`config.mk`:
```
export PLATFORM = sky130hd
export DESIGN_NAME = dram_port_arbiter_flat
export DESIGN_NICKNAME = d
export VERILOG_FILES = /design/src/rtl/dram_port_arbiter_if.sv /design/src/rtl/dram_port_arbiter.sv /design/src/flat_wrapper.sv
export SDC_FILE = /design/constraint.sdc
export NUM_CORES = 1
export LEC_CHECK = 0
export BUFFER_PORTS_ARGS = -buffer_cell sky130_fd_sc_hd__clkbuf_2
export CAP_MARGIN = 5
export CORE_AREA = 2 2 110 112
export CTS_CLUSTER_DIAMETER = 120
export DETAILED_ROUTE_END_ITERATION = 8
export DIE_AREA = 0 0 112 114
export MAX_ROUTING_LAYER = met4
export PLACE_DENSITY = 0.71
export SLEW_MARGIN = 20
export SYNTH_ARGS = -nofsm -noshare
export SYNTH_HDL_FRONTEND = slang
export SYNTH_SLANG_ARGS = --single-unit
export TNS_END_PERCENT = 30
```
`constraint.sdc`:
```
create_clock -name clk -period 1.5 [get_ports clk]
set_input_delay 0.075 -clock clk [delete_from_list [all_inputs] [get_ports clk]]
set_output_delay 0.075 -clock clk [all_outputs]
set_load 0.02 [all_outputs]
```
`src/rtl/dram_port_arbiter_if.sv`:
```
// Bundle of the two client request ports and the external DRAM request port.
// slave is the arbiter's view; master is the surrounding clients plus DRAM.
interface dram_port_arbiter_if #(
    parameter int ADDR_W = 24,
    parameter int DATA_W = 32
) ();
    logic [ADDR_W-1:0] c0_addr;
    logic [DATA_W-1:0] c0_wdata;
    logic              c0_req_read;
    logic              c0_req_write;
    logic [DATA_W-1:0] c0_rdata;
    logic              c0_data_valid;
    logic              c0_write_complete;

    logic [ADDR_W-1:0] c1_addr;
    logic [DATA_W-1:0] c1_wdata;
    logic              c1_req_read;
    logic              c1_req_write;
    logic [DATA_W-1:0] c1_rdata;
    logic              c1_data_valid;
    logic              c1_write_complete;

    logic [ADDR_W-1:0] dram_addr;
    logic [DATA_W-1:0] dram_data_out;
    logic              dram_req_read;
    logic              dram_req_write;
    logic [DATA_W-1:0] dram_data_in;
    logic              dram_data_valid;
    logic              dram_write_complete;

    modport slave (
        input  c0_addr, c0_wdata, c0_req_read, c0_req_write,
        output c0_rdata, c0_data_valid, c0_write_complete,
        input  c1_addr, c1_wdata, c1_req_read, c1_req_write,
        output c1_rdata, c1_data_valid, c1_write_complete,
        output dram_addr, dram_data_out, dram_req_read, dram_req_write,
        input  dram_data_in, dram_data_valid, dram_write_complete
    );

    modport master (
        output c0_addr, c0_wdata, c0_req_read, c0_req_write,
        input  c0_rdata, c0_data_valid, c0_write_complete,
        output c1_addr, c1_wdata, c1_req_read, c1_req_write,
        input  c1_rdata, c1_data_valid, c1_write_complete,
        input  dram_addr, dram_data_out, dram_req_read, dram_req_write,
        output dram_data_in, dram_data_valid, dram_write_complete
    );
endinterface

```
`src/rtl/dram_port_arbiter.sv`:
```
// Two-client arbiter for the single DRAM request port: grants one transaction
// at a time (round-robin or fixed priority) and routes completions to its owner.
module dram_port_arbiter #(
    parameter int ADDR_W     = 24,
    parameter int DATA_W     = 32,
    parameter bit FIXED_PRIO = 1'b0
) (
    input  logic                 clk,
    input  logic                 rst_n,
    dram_port_arbiter_if.slave   bus,
    output logic                 busy,
    output logic                 owner
);
    typedef enum logic [1:0] {
        ST_IDLE    = 2'd0,
        ST_BUSY    = 2'd1,
        ST_RELEASE = 2'd2
    } state_t;

    state_t            state_r;
    state_t            next_state_s;
    logic              busy_r;
    logic              owner_r;
    logic              last_owner_r;
    logic [ADDR_W-1:0] addr_r;
    logic [DATA_W-1:0] data_r;
    logic              rd_r;
    logic              wr_r;

    logic              c0_want_s;
    logic              c1_want_s;
    logic              grant_s;
    logic              grant_id_s;
    logic              grant_rd_s;
    logic              grant_wr_s;
    logic              done_s;
    logic [ADDR_W-1:0] grant_addr_s;
    logic [DATA_W-1:0] grant_data_s;

    // Next-state decode, grant selection and completion detection
    always_comb begin
        next_state_s = state_r;
        grant_s      = 1'b0;
        grant_id_s   = 1'b0;
        done_s       = 1'b0;
        c0_want_s    = bus.c0_req_read | bus.c0_req_write;
        c1_want_s    = bus.c1_req_read | bus.c1_req_write;
        case (state_r)
            ST_IDLE: begin
                if (c0_want_s && c1_want_s) begin
                    grant_s      = 1'b1;
                    // last_owner_r resets to 1 so client 0 wins the first tie
                    if (FIXED_PRIO == 1'b1) begin
                        grant_id_s = 1'b0;
                    end else begin
                        grant_id_s = ~last_owner_r;
                    end
                    next_state_s = ST_BUSY;
                end else if (c0_want_s) begin
                    grant_s      = 1'b1;
                    grant_id_s   = 1'b0;
                    next_state_s = ST_BUSY;
                end else if (c1_want_s) begin
                    grant_s      = 1'b1;
                    grant_id_s   = 1'b1;
                    next_state_s = ST_BUSY;
                end else begin
                    next_state_s = ST_IDLE;
                end
            end
            ST_BUSY: begin
                // Only a completion of the latched type ends the transaction
                if ((rd_r && bus.dram_data_valid) || (wr_r && bus.dram_write_complete)) begin
                    done_s       = 1'b1;
                    next_state_s = ST_RELEASE;
                end else begin
                    next_state_s = ST_BUSY;
                end
            end
            ST_RELEASE: begin
                next_state_s = ST_IDLE;
            end
            default: begin
                next_state_s = ST_IDLE;
            end
        endcase
    end

    // Operand mux for the winning client; simultaneous read+write is a read
    always_comb begin
        if (grant_id_s) begin
            grant_addr_s = bus.c1_addr;
            grant_data_s = bus.c1_wdata;
            grant_rd_s   = bus.c1_req_read;
            grant_wr_s   = bus.c1_req_write & ~bus.c1_req_read;
        end else begin
            grant_addr_s = bus.c0_addr;
            grant_data_s = bus.c0_wdata;
            grant_rd_s   = bus.c0_req_read;
            grant_wr_s   = bus.c0_req_write & ~bus.c0_req_read;
        end
    end

    // State register, transaction latch and round-robin pointer
    always_ff @(posedge clk) begin
        if (!rst_n) begin
            state_r      <= ST_IDLE;
            busy_r       <= 1'b0;
            owner_r      <= 1'b0;
            last_owner_r <= 1'b1;
            addr_r       <= {ADDR_W{1'b0}};
            data_r       <= {DATA_W{1'b0}};
            rd_r         <= 1'b0;
            wr_r         <= 1'b0;
        end else begin
            state_r <= next_state_s;
            busy_r  <= (next_state_s == ST_BUSY);
            if (grant_s) begin
                addr_r  <= grant_addr_s;
                data_r  <= grant_data_s;
                rd_r    <= grant_rd_s;
                wr_r    <= grant_wr_s;
                owner_r <= grant_id_s;
            end else if (done_s) begin
                rd_r         <= 1'b0;
                wr_r         <= 1'b0;
                last_owner_r <= owner_r;
            end
        end
    end

    assign bus.dram_addr      = addr_r;
    assign bus.dram_data_out  = data_r;
    assign bus.dram_req_read  = rd_r;
    assign bus.dram_req_write = wr_r;

    // Completion pulses pass through in the same cycle, gated to the owner
    assign bus.c0_data_valid     = bus.dram_data_valid     & busy_r & ~owner_r & rd_r;
    assign bus.c1_data_valid     = bus.dram_data_valid     & busy_r &  owner_r & rd_r;
    assign bus.c0_write_complete = bus.dram_write_complete & busy_r & ~owner_r & wr_r;
    assign bus.c1_write_complete = bus.dram_write_complete & busy_r &  owner_r & wr_r;
    assign bus.c0_rdata          = bus.dram_data_in;
    assign bus.c1_rdata          = bus.dram_data_in;

    assign busy  = busy_r;
    assign owner = owner_r;
endmodule

```
`src/flat_wrapper.sv`:
```
// flat-port wrapper written by rule: the top's interface ports become plain ports
module dram_port_arbiter_flat 
#(
    parameter int ADDR_W     = 24,
    parameter int DATA_W     = 32,
    parameter bit FIXED_PRIO = 1'b0
)
  (clk, rst_n, busy, owner, bus_c0_addr, bus_c0_wdata, bus_c0_req_read, bus_c0_req_write, bus_c0_rdata, bus_c0_data_valid, bus_c0_write_complete, bus_c1_addr, bus_c1_wdata, bus_c1_req_read, bus_c1_req_write, bus_c1_rdata, bus_c1_data_valid, bus_c1_write_complete, bus_dram_addr, bus_dram_data_out, bus_dram_req_read, bus_dram_req_write, bus_dram_data_in, bus_dram_data_valid, bus_dram_write_complete);
  dram_port_arbiter_if #(.ADDR_W(ADDR_W), .DATA_W(DATA_W)) bus_i ();
  input  logic clk;
  input  logic rst_n;
  output logic busy;
  output logic owner;
  input wire logic [$bits(bus_i.c0_addr)-1:0] bus_c0_addr;
  input wire logic [$bits(bus_i.c0_wdata)-1:0] bus_c0_wdata;
  input wire logic [$bits(bus_i.c0_req_read)-1:0] bus_c0_req_read;
  input wire logic [$bits(bus_i.c0_req_write)-1:0] bus_c0_req_write;
  output wire logic [$bits(bus_i.c0_rdata)-1:0] bus_c0_rdata;
  output wire logic [$bits(bus_i.c0_data_valid)-1:0] bus_c0_data_valid;
  output wire logic [$bits(bus_i.c0_write_complete)-1:0] bus_c0_write_complete;
  input wire logic [$bits(bus_i.c1_addr)-1:0] bus_c1_addr;
  input wire logic [$bits(bus_i.c1_wdata)-1:0] bus_c1_wdata;
  input wire logic [$bits(bus_i.c1_req_read)-1:0] bus_c1_req_read;
  input wire logic [$bits(bus_i.c1_req_write)-1:0] bus_c1_req_write;
  output wire logic [$bits(bus_i.c1_rdata)-1:0] bus_c1_rdata;
  output wire logic [$bits(bus_i.c1_data_valid)-1:0] bus_c1_data_valid;
  output wire logic [$bits(bus_i.c1_write_complete)-1:0] bus_c1_write_complete;
  output wire logic [$bits(bus_i.dram_addr)-1:0] bus_dram_addr;
  output wire logic [$bits(bus_i.dram_data_out)-1:0] bus_dram_data_out;
  output wire logic [$bits(bus_i.dram_req_read)-1:0] bus_dram_req_read;
  output wire logic [$bits(bus_i.dram_req_write)-1:0] bus_dram_req_write;
  input wire logic [$bits(bus_i.dram_data_in)-1:0] bus_dram_data_in;
  input wire logic [$bits(bus_i.dram_data_valid)-1:0] bus_dram_data_valid;
  input wire logic [$bits(bus_i.dram_write_complete)-1:0] bus_dram_write_complete;
  assign bus_i.c0_addr = bus_c0_addr;
  assign bus_i.c0_wdata = bus_c0_wdata;
  assign bus_i.c0_req_read = bus_c0_req_read;
  assign bus_i.c0_req_write = bus_c0_req_write;
  assign bus_c0_rdata = bus_i.c0_rdata;
  assign bus_c0_data_valid = bus_i.c0_data_valid;
  assign bus_c0_write_complete = bus_i.c0_write_complete;
  assign bus_i.c1_addr = bus_c1_addr;
  assign bus_i.c1_wdata = bus_c1_wdata;
  assign bus_i.c1_req_read = bus_c1_req_read;
  assign bus_i.c1_req_write = bus_c1_req_write;
  assign bus_c1_rdata = bus_i.c1_rdata;
  assign bus_c1_data_valid = bus_i.c1_data_valid;
  assign bus_c1_write_complete = bus_i.c1_write_complete;
  assign bus_dram_addr = bus_i.dram_addr;
  assign bus_dram_data_out = bus_i.dram_data_out;
  assign bus_dram_req_read = bus_i.dram_req_read;
  assign bus_dram_req_write = bus_i.dram_req_write;
  assign bus_i.dram_data_in = bus_dram_data_in;
  assign bus_i.dram_data_valid = bus_dram_data_valid;
  assign bus_i.dram_write_complete = bus_dram_write_complete;
  dram_port_arbiter #(.ADDR_W(ADDR_W), .DATA_W(DATA_W), .FIXED_PRIO(FIXED_PRIO)) u_core (.clk(clk), .rst_n(rst_n), .bus(bus_i), .busy(busy), .owner(owner));
endmodule
```
* Yosys cells after proc, flatten, opt, wreduce, memory -nomap -nowiden
Cells that the tools add are included.
** Cells by class
- Mux-type cells :: 21
- Equality and inequality tests :: 2
- Bitwise operators :: 19
- Reductions and logical operators :: 7
** Operator list (count)
- 32-bit two-way mux :: 1
- 24-bit two-way mux :: 1
- 1-bit two-way mux :: 15
- 1-bit AND :: 12
- 2-bit two-way mux :: 3
- 1-bit NOT :: 5
- 2-bit by 1-bit equality test with 1-bit output (second input constant) :: 2
- 2-bit case mux with 2 select lines :: 1
- 1-bit logical AND :: 3
- 2-bit zero test :: 1
- 1-bit OR :: 2
- 2-bit AND reduction :: 1
- 2-bit nonzero test :: 1
- 1-bit logical OR :: 1
** Storage, ports and cells
- Word-level logic and storage cells :: 57
- Bits in registers :: 63
- Output and inout port bits :: 128
- Input port bits :: 152

* Longest topological paths before layout
Gate-level depths: netlist of the first run.
- Word-level depth :: 7
- Mapped depth :: 6
- Mapped depth without buffers :: 4

* Worst setup path before layout of the first run
Ideal clock, no wire load.
- Path kind :: flip-flop to flip-flop
- Start point :: reg u_core.state_r[1]
- End point :: reg u_core.addr_r[10], in the netlist u_core.bus.dram_addr[10]
- Stages on the path, launching flop included :: 7
- Path slack :: 0.104 ns
- Arrival :: 1.321 ns
- Cell sequence :: dfxtp_1 > nor2_1 > o211a_1 > buf_4 > clkbuf_1 > nand2_1 > a31oi_1
** On the way
- Cells in the longest elaborated chain, start to end :: 3
- Elaborated cells between the ends (all ways) :: 4
- Those cells by class :: 3 x mux; 1 x reduce/logical
** Ends and longest elaborated chain
- from (decl) :: line dram_port_arbiter.sv:20 : state_t state_r;
- from (signal assigned) :: line dram_port_arbiter.sv:116 : state_r <= next_state_s;
- 2-bit zero test * :: line dram_port_arbiter.sv:48 : case (state_r)
- 1-bit two-way mux :: line dram_port_arbiter.sv:48
- 24-bit two-way mux :: line dram_port_arbiter.sv:91 : if (grant_id_s) begin
- to (signal assigned) :: line dram_port_arbiter.sv:111 : addr_r <= {ADDR_W{1'b0}};
- to (signal assigned) :: line dram_port_arbiter.sv:119 : addr_r <= grant_addr_s;
- to (decl) :: line dram_port_arbiter.sv:25 : logic [ADDR_W-1:0] addr_r;
Every way passes the cells marked *; elsewhere a longest branch is shown, timed or not.
A chain may end at the register's enable or synchronous reset.

* Worst setup path after layout of the first run
- Start point :: reg u_core.state_r[1]
- End point :: reg u_core.data_r[10], in the netlist u_core.bus.dram_data_out[10]
** On the way
- Cells in the longest elaborated chain, start to end :: 3
- Elaborated cells between the ends (all ways) :: 4
- Those cells by class :: 3 x mux; 1 x reduce/logical
** Ends and longest elaborated chain
- 2-bit zero test * :: line dram_port_arbiter.sv:48
- 1-bit two-way mux :: line dram_port_arbiter.sv:48
- 32-bit two-way mux :: line dram_port_arbiter.sv:91
- to (signal assigned) :: line dram_port_arbiter.sv:112 : data_r <= {DATA_W{1'b0}};
- to (signal assigned) :: line dram_port_arbiter.sv:120 : data_r <= grant_data_s;
- to (decl) :: line dram_port_arbiter.sv:26 : logic [DATA_W-1:0] data_r;
Marked as above.

==> impl_metrics.yaml, run 1 <==
yosys:
  synthCells: 418
  yosysMostFrequentCell: "nand2_1"
  synth_seq_area_share_pct: 39.5
  ys_async_sr_fraction_pct: 0
  ys_warn_count: 0
  synth_common_cells: "nand2_1, buf_4, dfxtp_1"
  synth_area_mm2: 0.00319
  synth_edf_count: 0
  synth_top_area_cell: "dfxtp_1"
  yosysUniqueCellTypes: 24
  avgSynthCellArea_um2: 7.64
  syn-num-nets: 570
  yosys-top-cells-area: "dfxtp_1, buf_4, nand2_1, a31oi_1, o21ai_0"
  yosys_register_bits: 63
  dominantRegCellSynth: "dfxtp_1"
  synth_top_area_share_pct: 39.5
layout:
  drive_gt1_share_pct: 34.3
  fillers: 1097
  nets: 773
  area.growth.synth_to_final_pct: 57.6
  stdcell_count: 773
  final_util_pct: 43.0
  antennaDiodeCount: 0
critical_path:
  worstSetupPathType: "flip-flop to flip-flop"
  start_kind: "flip-flop"
  endpoint_kind: "flip-flop"
  required_ps: 1730
  cp_data_arrival_time_ps: 1600
  cp_max_fo: 52
power_and_ir_drop:
  switching_share_pct: 30.5
  combPwrFrac_pct: 27.7
  clkPwrFrac_pct: 35.2
  seqPwrFrac_pct: 37.1
  total_power_mw: 5.41
  ir_drop_mv: 0.598
  p_switching_mw: 1.65
  internal-power_mw: 3.76
  p_leak_nw: 2.39
  powerDensity_mw_per_mm2: 1080
global_route:
  grt-ovfl-total: 0
  antenna_found_initial: 0
  grt_usage_pct: 16.2
  grt_max_degree: 64
  first_global_vias: 3449
  grt_pass1_wl_mm: 16.2
floorplan:
  die-area_mm2: 0.0128
  rows: 40
  core_area_mm2: 0.0117
  die_h_um: 114
  io_pins: 280
  start_util_pct: 27.3
  die_w_um: 112
clock_tree:
  ctsLongestPathBuffers: 2
  cts_tree: "built"
  root_buffer: "clkbuf_16"
  clk_pin_slew_ps: 50
  cts_buffers: 9
  cts_sinks: 63
  ctsHtreeMaxLevel: 3
  clock_latency_ps: 320
sta:
  relSlewSlack_pct: 82.3
  fin_setup_tns_ps: 0
  setup_viol: 0
  hold_viol: 0
  fmax_mhz: 728
  grt_setup_unrepaired: "no"
  period_share_pct: 91.6
  period_minus_slack_ps: 1370
  maxSlewViolCount: 0
  worst_pin_slew_ps: 265
  fin_skew_ps: 4.90
route:
  vias: 3565
  drtIter0Drc: 251
  wirelength_mm: 10.5
  postRouteAntennaNets: 0
  drt-wirelength-per-cell_um: 13.6
  routed_via_density: 4.61
  drc: 0
  firstDrtPassIters: 5
place:
  gp_congestion: 0.788
  port_buffers: 183
  dp_hpwl_mm: 6.26
  dp.cells: 663
run_status:
  status: "completed"
run:
  maxCapViolCount: 0
hold_path:
  hold_class: "primary input to flip-flop"
power groups by stage:
stage | logic [mW] | registers, mW | clock network, mW
CTS | 1.47 | 2.00 | 1.96
global placement | 1.26 | 2.03 | 0
detailed placement | 1.28 | 2.03 | 0
floorplan | 0.783 | 2.28 | 0
global route | 1.63 | 2.03 | 2.05
finish | 1.50 | 2.01 | 1.91
flip-flops by register name, indices dropped and copies added (netlist names):
| signal | flops |
|---|---|
| u_core.bus.dram_data_out | 32 |
| u_core.bus.dram_addr | 24 |
| u_core.state_r | 2 |
| u_core.bus.dram_req_read | 1 |
| u_core.bus.dram_req_write | 1 |
| u_core.busy | 1 |
| u_core.last_owner_r | 1 |
| u_core.owner | 1 |
kinds of logic (layout without fill, tap and decap cells):
group                  Yosys count  after routing  share of synthesized area, %
flip-flops                      63             63                          39.5
buffers and inverters           95            303                          20.7
AND/OR/NAND/NOR                136            136                          17.2
AO/OA/AOI/OAI                  124            124                          22.6
repair_timing:
action,CTS,global route
hold buffers,93,0
gates resized for setup,0,4
buffers inserted,0,1
setup endpoints to repair,0,9
endpoints found under the hold margin,51,0
metrics by stage:
stage / cell area (um2) / setup slack (ps) / hold slack [ps]
detailed placement: 3790 / 20.1 / 150
global route: 5030 / 11.9 / 12.2
floorplan: 3190 / 104 / 226
global placement: 3790 / 62.6 / 150
CTS: 5000 / 54.5 / 0.397
finish: 5030 / 126 / 10.6
final cells by class:
type                    instances  area [um2]  area share, %
clock inverters                 3        17.5          0.348
multi-input cells             260        1280           25.5
repair buffers                287        2030           40.3
clock buffers                  13         260           5.17
flip-flops and latches         63        1260           25.1
well taps                     147         184           3.65
layer usage:
metal	up-vias	wire length, um	GRT usage (%)
met5	-	0	-
met4	0	458	9.43
li1	1764	-	-
met2	186	5380	28.3
met1	1568	3880	16.4
met3	47	792	4.36
cells in the final DEF (no fill, tap or decap):
master,n
o211a_4,1
nor2_1,4
or4_4,1
and2_1,1
nor2_2,1
buf_4,4
a21bo_2,1
clkinv_2,2
a31oi_1,56
clkinvlp_4,1
nand3_1,3
buf_12,6
dfxtp_1,63
nor2b_1,3
nand2_1,118
clkbuf_8,2
bufbuf_16,1
o211ai_1,1
nor3b_1,1
a21oi_1,3
o21ai_2,2
o21ai_0,43
clkbuf_16,9
nand2b_1,2
clkbuf_2,183
and2_4,1
o21ai_1,13
clkbuf_1,2
dlygate4sd3_1,93
a21boi_0,4
and3b_1,1
critical path, cell delays in order (launching register included):
cell	delay, ps
dfxtp_1	310
nor2_2	190
and2_4	220
buf_12	220
o21ai_1	110
a31oi_1	210
worst paths after layout:
check | startpoint | end | slack, ps | cells past startpoint
min reg2reg | u_core.bus.dram_req_write$_SDFFE_PN0P_ | u_core.bus.dram_req_write$_SDFFE_PN0P_ | 500 | 2
min | bus_c1_addr[11] | u_core.bus.dram_addr[11]$_SDFFE_PN0P_ | 10 | 3
max | u_core.state_r[1]$_SDFF_PN0_ | u_core.bus.dram_data_out[10]$_SDFFE_PN0P_ | 130 | 5
max reg2reg | u_core.state_r[1]$_SDFF_PN0_ | u_core.bus.dram_data_out[10]$_SDFFE_PN0P_ | 130 | 5
Note: power is estimated with default switching activity, not from simulation.
==> run 2, diff against run 1 <==
--- a/config.mk
+++ b/config.mk
@@ -5,14 +5,16 @@
 export SDC_FILE = /design/constraint.sdc
 export NUM_CORES = 1
 export LEC_CHECK = 0
+export ABC_AREA = 1
 export BUFFER_PORTS_ARGS = -buffer_cell sky130_fd_sc_hd__clkbuf_2
 export CAP_MARGIN = 5
-export CORE_AREA = 2 2 110 112
+export CORE_AREA = 2 2 107 109
 export CTS_CLUSTER_DIAMETER = 120
 export DETAILED_ROUTE_END_ITERATION = 8
-export DIE_AREA = 0 0 112 114
+export DIE_AREA = 0 0 109 111
 export MAX_ROUTING_LAYER = met4
-export PLACE_DENSITY = 0.71
+export PLACE_DENSITY = 0.79
+export RECOVER_POWER = 25
 export SLEW_MARGIN = 20
 export SYNTH_ARGS = -nofsm -noshare
 export SYNTH_HDL_FRONTEND = slang
==> run 2 against run 1 <==
Area after synthesis grew 16%; global-route usage shrank 1.0 points; critical path depth grew 5; total power grew 4.7%; largest power group is now clock; clock skew grew 7.6 ps; routed wire length shrank 17%; worst setup slack is essentially flat; critical endpoint is now u_core.bus.dram_addr[8]$_SDFFE_PN0P_.
==> impl_metrics.yaml, run 2 <==
run_status:
  status: "completed"
global_route:
  grt_max_degree: 58
  grt_usage_pct: 15.1
  grt-ovfl-total: 0
  first_global_vias: 3349
  antenna_found_initial: 0
  grt_pass1_wl_mm: 14.4
critical_path:
  reg2reg_slack_ps: 130
  rr_startpoint: "u_core.state_r[0]$_SDFF_PN0_"
  required_ps: 1720
  start_kind: "flip-flop"
  cp_max_fo: 56
  slowest_delay_ps: 360
  path_cells: "inv_2 > nand2_1 > inv_2 > nand2_4 > clkinv_2 > buf_12 > nor2_1 > nor2_1 > nand2_1 > inv_1"
  endpoint_kind: "flip-flop"
  cp_data_arrival_time_ps: 1590
  worstSetupPathType: "flip-flop to flip-flop"
  critPathSlowestCell: "dfxtp_1"
  timing.rr.end: "u_core.bus.dram_addr[8]$_SDFFE_PN0P_"
  crit_path_end: "u_core.bus.dram_addr[8]$_SDFFE_PN0P_"
  reg2reg_depth: 10
  crit_path_start: "u_core.state_r[0]$_SDFF_PN0_"
sta:
  relSlewSlack_pct: 75.5
  period_share_pct: 91.6
  grt_setup_unrepaired: "no"
  fmax_mhz: 728
  fin_setup_tns_ps: 0
  fin_skew_ps: 12.5
  worst_pin_slew_ps: 367
  maxSlewViolCount: 0
  setup_viol: 0
  period_minus_slack_ps: 1370
  fin_ws_ps: 126
  hold_viol: 0
hold_path:
  min_delay_path_depth: 5
  hold_class: "primary input to flip-flop"
yosys:
  syn-num-nets: 747
  synth_top_area_share_pct: 34.2
  yosysUniqueCellTypes: 18
  synth_compound_area_share_pct: 1.15
  yosys_register_bits: 63
  avgSynthCellArea_um2: 6.20
  synth_seq_area_share_pct: 34.2
  yosys-top-cells-area: "dfxtp_1, nand2_1, buf_4, nor2_1, nand3_1"
  synthXorXnorAreaFrac_pct: 0
  synth_top_family_by_area: "simple AND/OR/NAND/NOR gates"
  muxShareOfSynthArea_pct: 0
  synth_fa_ha_area_share_pct: 0
  ys_warn_count: 0
  synth_top_area_cell: "dfxtp_1"
  dominantRegCellSynth: "dfxtp_1"
  synth_common_cells: "nand2_1, nor2_1, buf_4"
  synth-simple-area-share_pct: 39.9
  synth_area_mm2: 0.00369
  synthCells: 595
  ys_async_sr_fraction_pct: 0
  synth_edf_count: 0
  yosysMostFrequentCell: "nand2_1"
clock_tree:
  cts_sinks: 63
  clk_pin_slew_ps: 50
  ctsLongestPathBuffers: 2
  ctsHtreeMaxLevel: 3
  root_buffer: "clkbuf_16"
  clock_latency_ps: 320
  cts_buffers: 9
  cts_setup_buffers: 0
  cts_tree: "built"
floorplan:
  core_area_mm2: 0.0111
  die-area_mm2: 0.0121
  io_pins: 280
  die_w_um: 109
  rows: 39
  die_h_um: 111
  start_util_pct: 33.3
route:
  firstDrtPassIters: 4
  drc: 0
  postRouteAntennaNets: 0
  vias: 3695
  wirelength_mm: 8.73
  routed_via_density: 4.34
  drt-wirelength-per-cell_um: 10.2
  drtIter0Drc: 173
run:
  maxCapViolCount: 0
layout:
  nets: 856
  area.growth.synth_to_final_pct: 23.7
  drive_gt1_share_pct: 30.5
  fillers: 1201
  largest_register_ffs: 32
  final_common_cell: "clkbuf_2"
  stdcell_count: 852
  mostFrequentLayoutCells: "clkbuf_2, nand2_1, nor2_1"
  antennaDiodeCount: 0
place:
  port_buffers: 183
  gp_congestion: 0.825
  dp.cells: 835
  dp_slack_ps: 157
  dp_hpwl_mm: 6.72
power_and_ir_drop:
  p_leak_nw: 2.81
  ir_drop_mv: 0.463
  powerDensity_mw_per_mm2: 1240
  total_power_mw: 5.66
==> run 2: cell types whose count changed after synthesis, sizes merged, moves of 4 or more <==
cell	before	now
a21boi	4	0
a31oi	56	0
buf	74	84
clkbuf	21	10
inv	0	66
nand2	118	183
nand3	3	60
nor2	5	116
nor3	0	4
o21ai	58	1
==> run 2: worst min path at each step <==
| stage | slack, ps | startpoint | end |
|---|---|---|---|
| finish | 30 | bus_c1_wdata[14] | u_core.bus.dram_data_out[14]$_SDFFE_PN0P_ |
| global route | 50 | bus_c1_addr[13] | u_core.bus.dram_addr[13]$_SDFFE_PN0P_ |
| CTS | 20 | bus_c1_wdata[19] | u_core.bus.dram_data_out[19]$_SDFFE_PN0P_ |
| detailed placement | 150 | bus_dram_data_in[24] | bus_c0_rdata[24] |
| global placement | 150 | bus_dram_data_in[24] | bus_c0_rdata[24] |
| floorplan | 170 | rst_n | u_core.last_owner_r$_SDFFE_PN1P_ |
==> run 2: layout make-up <==
| cell class | instances | area [um2] | share of cell area, % |
|---|---|---|---|
| well taps | 143 | 179 | 3.92 |
| clock buffers | 13 | 260 | 5.70 |
| inverters | 66 | 249 | 5.46 |
| multi-input cells | 372 | 1510 | 33.2 |
| repair buffers | 192 | 1040 | 22.7 |
| flip-flops and latches | 63 | 1260 | 27.6 |
| clock inverters | 3 | 65.1 | 1.43 |
==> run 2: layer usage <==
metal  vias up  wire (um)  part of all wire [%]  global-route usage, %
met5         -          0                     0                      -
met2       151       4010                    46                   25.1
met1      1576       3590                    41                   15.5
li1       1931          -                     -                      -
met4         0        346                   4.0                   8.63
met3        37        780                   8.9                   5.00
==> run 2: worst max-delay path, delay by kind of cell, from the launching register on <==
kind                   cells  cell delay [ps]
DFF                        1              360
and+or+nand+nor            5              450
buffers and inverters      5              420
==> run 2: per-stage QoR <==
| stage | area [um2] | hold WS (ps) | util, % |
|---|---|---|---|
| finish | 4560 | 34.6 | 41.2 |
| detailed placement | 4230 | 150 | 38.2 |
| CTS | 4560 | 21.1 | 41.2 |
| global placement | 4230 | 150 | 38.2 |
| global route | 4560 | 53.9 | 41.2 |
| floorplan | 3690 | 174 | - |
==> run 2: report_power, final <==
group / leakage, nW / total [mW] / internal (mW) / switching [mW]
registers: 0.524 / 1.99 / 1.88 / 0.109
clock network: 0.160 / 2.22 / 1.54 / 0.683
logic: 2.13 / 1.45 / 0.551 / 0.896
==> run 2: cells by family (layout without fill, tap and decap cells) <==
| family | count (synthesis) | after routing |
|---|---|---|
| buffers and inverters | 160 | 274 |
| AND/OR/NAND/NOR | 364 | 364 |
| AO/OA/AOI/OAI | 8 | 8 |
| flip-flops | 63 | 63 |
==> run 2: timing repair <==
| item | CTS | global route |
|---|---|---|
| hold endpoints to repair | 1 | 0 |
| endpoints found under the setup margin | 0 | 0 |
| hold buffers | 1 | 0 |
| gates resized for setup | 0 | 0 |
